### src/rtl/psum_fifo.sv
// Partial-sum FIFO between PEs: first-word-fall-through, single clock; optional macro PSUM_FIFO_ERR_FLAGS_EN adds sticky overflow/underflow.
// Latency: a pushed entry appears on dout one cycle after its push edge; dout of a non-empty FIFO is combinational from storage.
// Backpressure: full blocks pushes unless a pop is accepted in the same cycle; a pop while empty is ignored (no bypass).
module psum_fifo #(
  parameter int DATA_WIDTH = 16,
  parameter int FIFO_DEPTH = 8,
  parameter int AF_LEVEL   = FIFO_DEPTH - 1
) (
  input  logic                          clk,
  input  logic                          reset,
  input  logic                          flush,
  input  logic                          push,
  input  logic [DATA_WIDTH-1:0]         din,
  output logic                          full,
  output logic                          almost_full,
  input  logic                          pop,
  output logic [DATA_WIDTH-1:0]         dout,
  output logic                          empty,
  output logic [$clog2(FIFO_DEPTH):0]   count
`ifdef PSUM_FIFO_ERR_FLAGS_EN
  ,
  output logic                          overflow,
  output logic                          underflow
`endif
);

  localparam int AW = $clog2(FIFO_DEPTH);
  localparam int CW = AW + 1;
  localparam logic [CW-1:0] DEPTH_C = CW'(FIFO_DEPTH);
  localparam logic [CW-1:0] AF_C    = CW'(AF_LEVEL);

  logic [DATA_WIDTH-1:0] mem [FIFO_DEPTH];
  // Pointers carry one wrap bit above the index so equal indices can mean full or empty.
  logic [AW:0]           wr_ptr;
  logic [AW:0]           rd_ptr;
  logic                  push_ok;
  logic                  pop_ok;
  logic [CW-1:0]         count_nxt;

  // Accept decisions and the next occupancy; a same-cycle pop frees room for a push into a full FIFO.
  always_comb begin
    pop_ok    = pop & ~empty;
    push_ok   = push & (~full | pop_ok);
    count_nxt = count;
    if (push_ok && !pop_ok) begin
      count_nxt = count + CW'(1);
    end else if (pop_ok && !push_ok) begin
      count_nxt = count - CW'(1);
    end
  end

  // Head entry falls through to the consumer with no read latency.
  assign dout = mem[rd_ptr[AW-1:0]];

  // Storage write; contents are never cleared, only the pointers are.
  always_ff @(posedge clk) begin
    if (reset && !flush && push_ok) begin
      mem[wr_ptr[AW-1:0]] <= din;
    end
  end

  // Pointers, occupancy and registered status flags; flush outranks push and pop.
  always_ff @(posedge clk or negedge reset) begin
    if (!reset) begin
      wr_ptr      <= '0;
      rd_ptr      <= '0;
      count       <= '0;
      empty       <= 1'b1;
      full        <= 1'b0;
      almost_full <= 1'b0;
    end else if (flush) begin
      wr_ptr      <= '0;
      rd_ptr      <= '0;
      count       <= '0;
      empty       <= 1'b1;
      full        <= 1'b0;
      almost_full <= 1'b0;
    end else begin
      if (push_ok) begin
        wr_ptr <= wr_ptr + (AW+1)'(1);
      end
      if (pop_ok) begin
        rd_ptr <= rd_ptr + (AW+1)'(1);
      end
      count       <= count_nxt;
      empty       <= (count_nxt == '0);
      full        <= (count_nxt == DEPTH_C);
      almost_full <= (count_nxt >= AF_C);
    end
  end

`ifdef PSUM_FIFO_ERR_FLAGS_EN
  // Sticky error flags: a refused push while full, a pop while empty.
  always_ff @(posedge clk or negedge reset) begin
    if (!reset) begin
      overflow  <= 1'b0;
      underflow <= 1'b0;
    end else if (flush) begin
      overflow  <= 1'b0;
      underflow <= 1'b0;
    end else begin
      if (push && full && !pop_ok) begin
        overflow <= 1'b1;
      end
      if (pop && empty) begin
        underflow <= 1'b1;
      end
    end
  end
`endif

endmodule

### config.mk
export PLATFORM = sky130hd
export DESIGN_NAME = psum_fifo
export DESIGN_NICKNAME = d
export VERILOG_FILES = /design/src/rtl/psum_fifo.sv
export SDC_FILE = /design/constraint.sdc
export NUM_CORES = 1
export LEC_CHECK = 0
export CAP_MARGIN = 5
export CORE_AREA = 10 10 108 110
export CTS_BUF_LIST = sky130_fd_sc_hd__clkbuf_16
export DETAILED_ROUTE_END_ITERATION = 10
export DIE_AREA = 0 0 118 120
export GPL_TIMING_DRIVEN = 0
export PLACE_DENSITY = 0.92
export RECOVER_POWER = 25
export SYNTH_ARGS = -nofsm -noshare
export SYNTH_HDL_FRONTEND = slang
export SYNTH_SLANG_ARGS = --single-unit
### constraint.sdc
create_clock -name clk -period 4 [get_ports clk]
set_clock_uncertainty 0.1 [all_clocks]
set_input_delay 0.8 -clock clk [delete_from_list [all_inputs] [get_ports clk]]
set_output_delay 0.8 -clock clk [all_outputs]
set_load 0.005 [all_outputs]
==> Word level (Yosys, flattened, before mapping) <==
Memories as Yosys holds them, arrays and structs flattened.
Index checks and enable logic that the tools add are counted.
{ "word_totals": {"n_memories": 1, "ram_bits": 128, "out_inout_bits": 23, "word_cells": 40, "in_bits": 21, "ff_bits": 15} }
{ "memory_table": {"columns": ["name", "depth", "width", "rd", "rd_ports_with_merged_regs", "wr", "line_no", "text"], "rows": [
  ["mem", 8, 16, 1, 0, 1, "32", "logic [DATA_WIDTH-1:0] mem [FIFO_DEPTH];"]
]} }
{ "classes": {"n_eq_ne": 1, "n_lt_le_gt_ge": 1, "addsub": 4, "reduce_logical": 10, "n_bitwise": 5, "mux": 12} }
{ "ops": {"columns": ["cell", "n"], "rows": [
  ["two-way mux 4 bit", 7],
  ["adder 4 x 1 -> 4 bit, second input constant", 3],
  ["two-way mux 1 bit", 5],
  ["equality test 4 bit, second input constant", 1],
  [">= comparator 4 x 3 -> 1 bit, second input constant", 1],
  ["logical AND 1 bit", 4],
  ["zero test 4 bit", 1],
  ["nonzero test 2 bit", 2],
  ["subtractor 4 x 1 -> 4 bit, second input constant", 1],
  ["zero test 1 bit", 3],
  ["AND 1 bit", 2],
  ["inverter 1 bit", 2],
  ["bitwise OR 1 bit", 1]
]} }

==> Longest topological paths before layout <==
{ "logic_depth": {"ltp_word": 10, "mapped_depth": 8, "depth_no_buf": 7} }

==> Worst setup path before layout <==
Ideal clock, no wire load.
{ "synth_timing": {"kind": "input to register", "from": "input port pop", "to": "memory mem[0][0], enable pin", "arrival_time_ns": 2.499, "n_path_buf": 0, "stages": 4, "slack_ns": 0.992, "path_cell_list": "nand2b_1 -> a21oi_2 -> nand4bb_1 -> nor3_1"} }
{ "synth_via": {"elab_chain_cells": 6} }
{ "synth_rtl": {"columns": ["element", "line_no", "text"], "rows": [
  ["start, declared", "16", "input logic pop,"],
  ["AND 1 bit", "42", "pop_ok = pop & ~empty;"],
  ["bitwise OR 1 bit", "43", "push_ok = push & (~full | pop_ok);"],
  ["AND 1 bit", "43", null],
  ["logical AND 1 bit", "57", "if (reset && !flush && push_ok) begin"],
  ["two-way mux 1 bit", "57", null],
  ["two-way mux 1 bit (not written as such)", "58", "mem[wr_ptr[AW-1:0]] <= din;"],
  ["end, declared", "32", null]
]} }
Every way passes these cells.

==> Worst setup path in the final report <==
{ "layout_timing": {"from": "register rd_ptr[1]", "to": "output port dout[13]"} }
{ "layout_via": {"elab_chain_cells": 1} }
{ "layout_rtl": {"columns": ["element", "line_no", "text"], "rows": [
  ["start, declared", "35", "logic [AW:0] rd_ptr;"],
  ["start signal, assigned", "83", "rd_ptr <= rd_ptr + (AW+1)'(1);"],
  ["memory (8 x 16 bit)", null, null],
  ["end, declared", "17", "output logic [DATA_WIDTH-1:0] dout,"]
]} }
Every way passes these cells.

==> metrics.txt <==
status completed; Syn Nets 298; Syn-to-layout area delta 22.6%; vias in the first global route 3093; Setup crit start kind flop; crit path max fanout 10; clock tree from TritonCTS yes; hold_buf cts 0; layout cells sized above 1 0.232; post-synth top area share 0.669; reg-to-reg setup timing slack 1.25 ns; # rows 36; total power density per cell area 524 mW/mm2; hold path startpoint wr_ptr[0]$_DFFE_PN0P_; I/O pin total 44; via/cell ratio 6.05; CP max stage delay 0.53 ns; Finished Cell Area 0.00704 mm2; Buf/Inv on CP 3; worst-path cell chain clkbuf_1 -> clkbuf_1 -> mux4_1 -> mux2_2 -> clkdlybuf4s50_1; pre-CTS WS 0.376 ns; dpl cell area 0.00649 mm2; RSZ-0062 raised after global routing no; Avg Cell Area, Syn 21.0 um2; Die Y 120 um; number of fill cells in the layout 546; Post-Syn Area 0.00575 mm2; Die Area 0.0142 mm2; CP arrival 2.85 ns; Slew headroom 0.314; Crit path depth 5; Clk Latency, worst-skew pair 0.42 ns; fin. max-slew vios 0; PostCTS Resize Cnt 0; placed cells 458; fmax 0.267 GHz; register area 0.00417 mm2; final net count 369; grt ovf 0; Worst-path clk slew 0.06 ns; CP Class reg -> out; Critical Path End Type output pin; largest net degree at the start of global routing 17; Fin. Hold Viols 0; first-pass GRT wire length 18600 um; synth warn 0; TritonCTS Sinks 141; Worst R2R Path Depth 5; GRT Total Usage 0.178; Starting DRT DRC Count 299; Worst Max-Slew Pin Slew 1.02 ns; clk root buf clkbuf_16; fin crit period 3.75 ns; post-route insts no fill 491; cell accounting for the most synthesized area edfxtp_1; Core Area 0.00955 mm2; vias 2971; HPWL after DPL 7340 um; CTS buffer count 17; ranking of synthesized cells by area edfxtp_1, mux4_1, dfrtp_1; CTS max path bufs 2; register bit count reported by yosys 141; final setup vio count 0; Starting Density 0.602; Max VDD drop 0.000364 V; drc violations 0; I/O Buffers 43; die width 118 um; leakage 2.38 nW; synth unique cells 35; worst r2r dst mem[0][8]$_DFFE_PP_; Initial DRT Pass Iterations 4; register area share after synthesis 0.726; Post CTS Setup Buffer Count 0; family with the most delay on the worst path buffers and inverters; # Max-Cap Violations 0; slowest cell on the critical path clkbuf_1; initial antenna violation count 1; gp weighted congestion 0.820; WL/cell 24.7 um; Reg2Reg Launch Point empty$_DFF_PN1_; total routed wirelength 12100 um; Routed Antenna Nets 0; fin worst setup slack 0.248 ns; most used cell, CP clkbuf_1; Hold WC Path Type reg -> reg; synthesized instance count 273; worst hold endpoint wr_ptr[0]$_DFFE_PN0P_; CP Data Required Time 3.10 ns; H-tree levels 4; hold path depth 2; Multi-input gate area 0.00147 mm2; Tcrit/Tclk final 0.938
-- routing by layer --
layer  part of all wire  GRT usage  up-vias
met3              0.058     0.0408       28
met5                  0          0        -
met4              0.030     0.0951        0
met2               0.51      0.307      138
li1                   -          -     1278
met1               0.40      0.204     1527
-- worst reg2reg max path, stage by stage, from the launching register on --
cell       delay, ns
dfstp_2         0.40
nand2b_1        0.23
a21oi_2         0.33
nand4bb_1       0.29
nor3_2          0.86
buf_6           0.25
-- cell families (layout without fill, tap and decap cells) --
logic type               count (synthesis)  in the layout  synth area share
flip-flops                             141            141             0.726
multiplexers                            52             52             0.180
AND/OR/NAND/NOR                         40             40            0.0357
buffers and inverters                   18            102            0.0233
AO/OA/AOI/OAI                           11             11            0.0157
XOR/XNOR                                 7              7            0.0107
adder cells (fa/ha/maj)                  4              4           0.00871
other                                    0              1                 0
-- power breakdown --
group	internal, W	switching (W)	leakage, nW	total (W)
clock network	0.000813	0.000655	0.268	0.00147
registers	0.00164	0.0000304	1.33	0.00167
logic	0.000310	0.000241	0.789	0.000550
-- state kept, by name, summed over array words and instances (netlist names) --
name         count
count            4
mem            128
wr_ptr           3
almost_full      1
rd_ptr           3
full             1
empty            1
-- how the worst max path moves through the flow --
stage	startpoint	endpoint	slack, ns
CTS	rd_ptr[1]$_DFFE_PN0P_	dout[13]	0.22
finish	rd_ptr[1]$_DFFE_PN0P_	dout[13]	0.25
floorplan	pop	mem[0][0]$_DFFE_PP_	0.99
global placement	push	mem[0][7]$_DFFE_PP_	-0.61
global route	rd_ptr[1]$_DFFE_PN0P_	dout[13]	0.14
detailed placement	push	mem[0][7]$_DFFE_PP_	0.38
-- Yosys cell counts --
| cell | n |
|---|---|
| mux4_2 | 7 |
| ha_1 | 4 |
| nand3_1 | 2 |
| a21oi_1 | 2 |
| nand4b_1 | 1 |
| o21ai_0 | 1 |
| buf_2 | 2 |
| xnor2_1 | 4 |
| nand2_1 | 7 |
| mux2_2 | 16 |
| o21ai_1 | 1 |
| buf_6 | 2 |
| nor3_1 | 6 |
| a21oi_2 | 1 |
| nor2b_1 | 1 |
| nor2b_4 | 1 |
| xor2_1 | 3 |
| nor2_1 | 15 |
| o311a_1 | 1 |
| clkbuf_1 | 6 |
| a31oi_1 | 1 |
| edfxtp_1 | 128 |
| a311oi_1 | 1 |
| nand4bb_1 | 2 |
| inv_1 | 5 |
| nor4_1 | 1 |
| dfstp_2 | 1 |
| o31a_1 | 1 |
| mux4_1 | 25 |
| buf_12 | 3 |
| a221oi_2 | 1 |
| dfrtp_1 | 12 |
| o31ai_2 | 1 |
| mux2i_1 | 4 |
| nand2b_1 | 4 |
-- cell usage in the layout (no fill, tap or decap), types with 5 or more instances in the layout --
master           count
nor2_1               9
dfrtp_1             12
nor2_2               6
clkbuf_16           17
mux4_1              25
buf_8                5
inv_6                5
mux4_2               7
clkbuf_1             6
buf_6                6
clkdlybuf4s50_1     32
nand2_1              7
mux2_2              16
dlygate4sd3_1       11
inv_1                5
edfxtp_1           128
-- per-stage QoR --
step	TNS (ns)	util	hold slack (ns)	total power, W
2_1_floorplan	0	-	0.404	0.00203
3_3_place_gp	-19.46	0.664	0.473	0.00221
3_5_place_dp	0	0.679	0.498	0.00224
4_1_cts	0	0.737	0.511	0.00371
5_1_grt	0	0.738	0.562	0.00380
6_report	0	0.738	0.518	0.00369
-- area by class of cell --
class,instances,share of cell area
clock inverters,15,0.0181
multi-input cells,114,0.208
plain buffers,13,0.0163
repair buffers,52,0.0782
well taps,133,0.0236
inverters,5,0.00266
clock buffers,17,0.0604
flip-flops and latches,141,0.592
diodes,1,0.000355
Note: power is estimated with default switching activity, not from simulation.
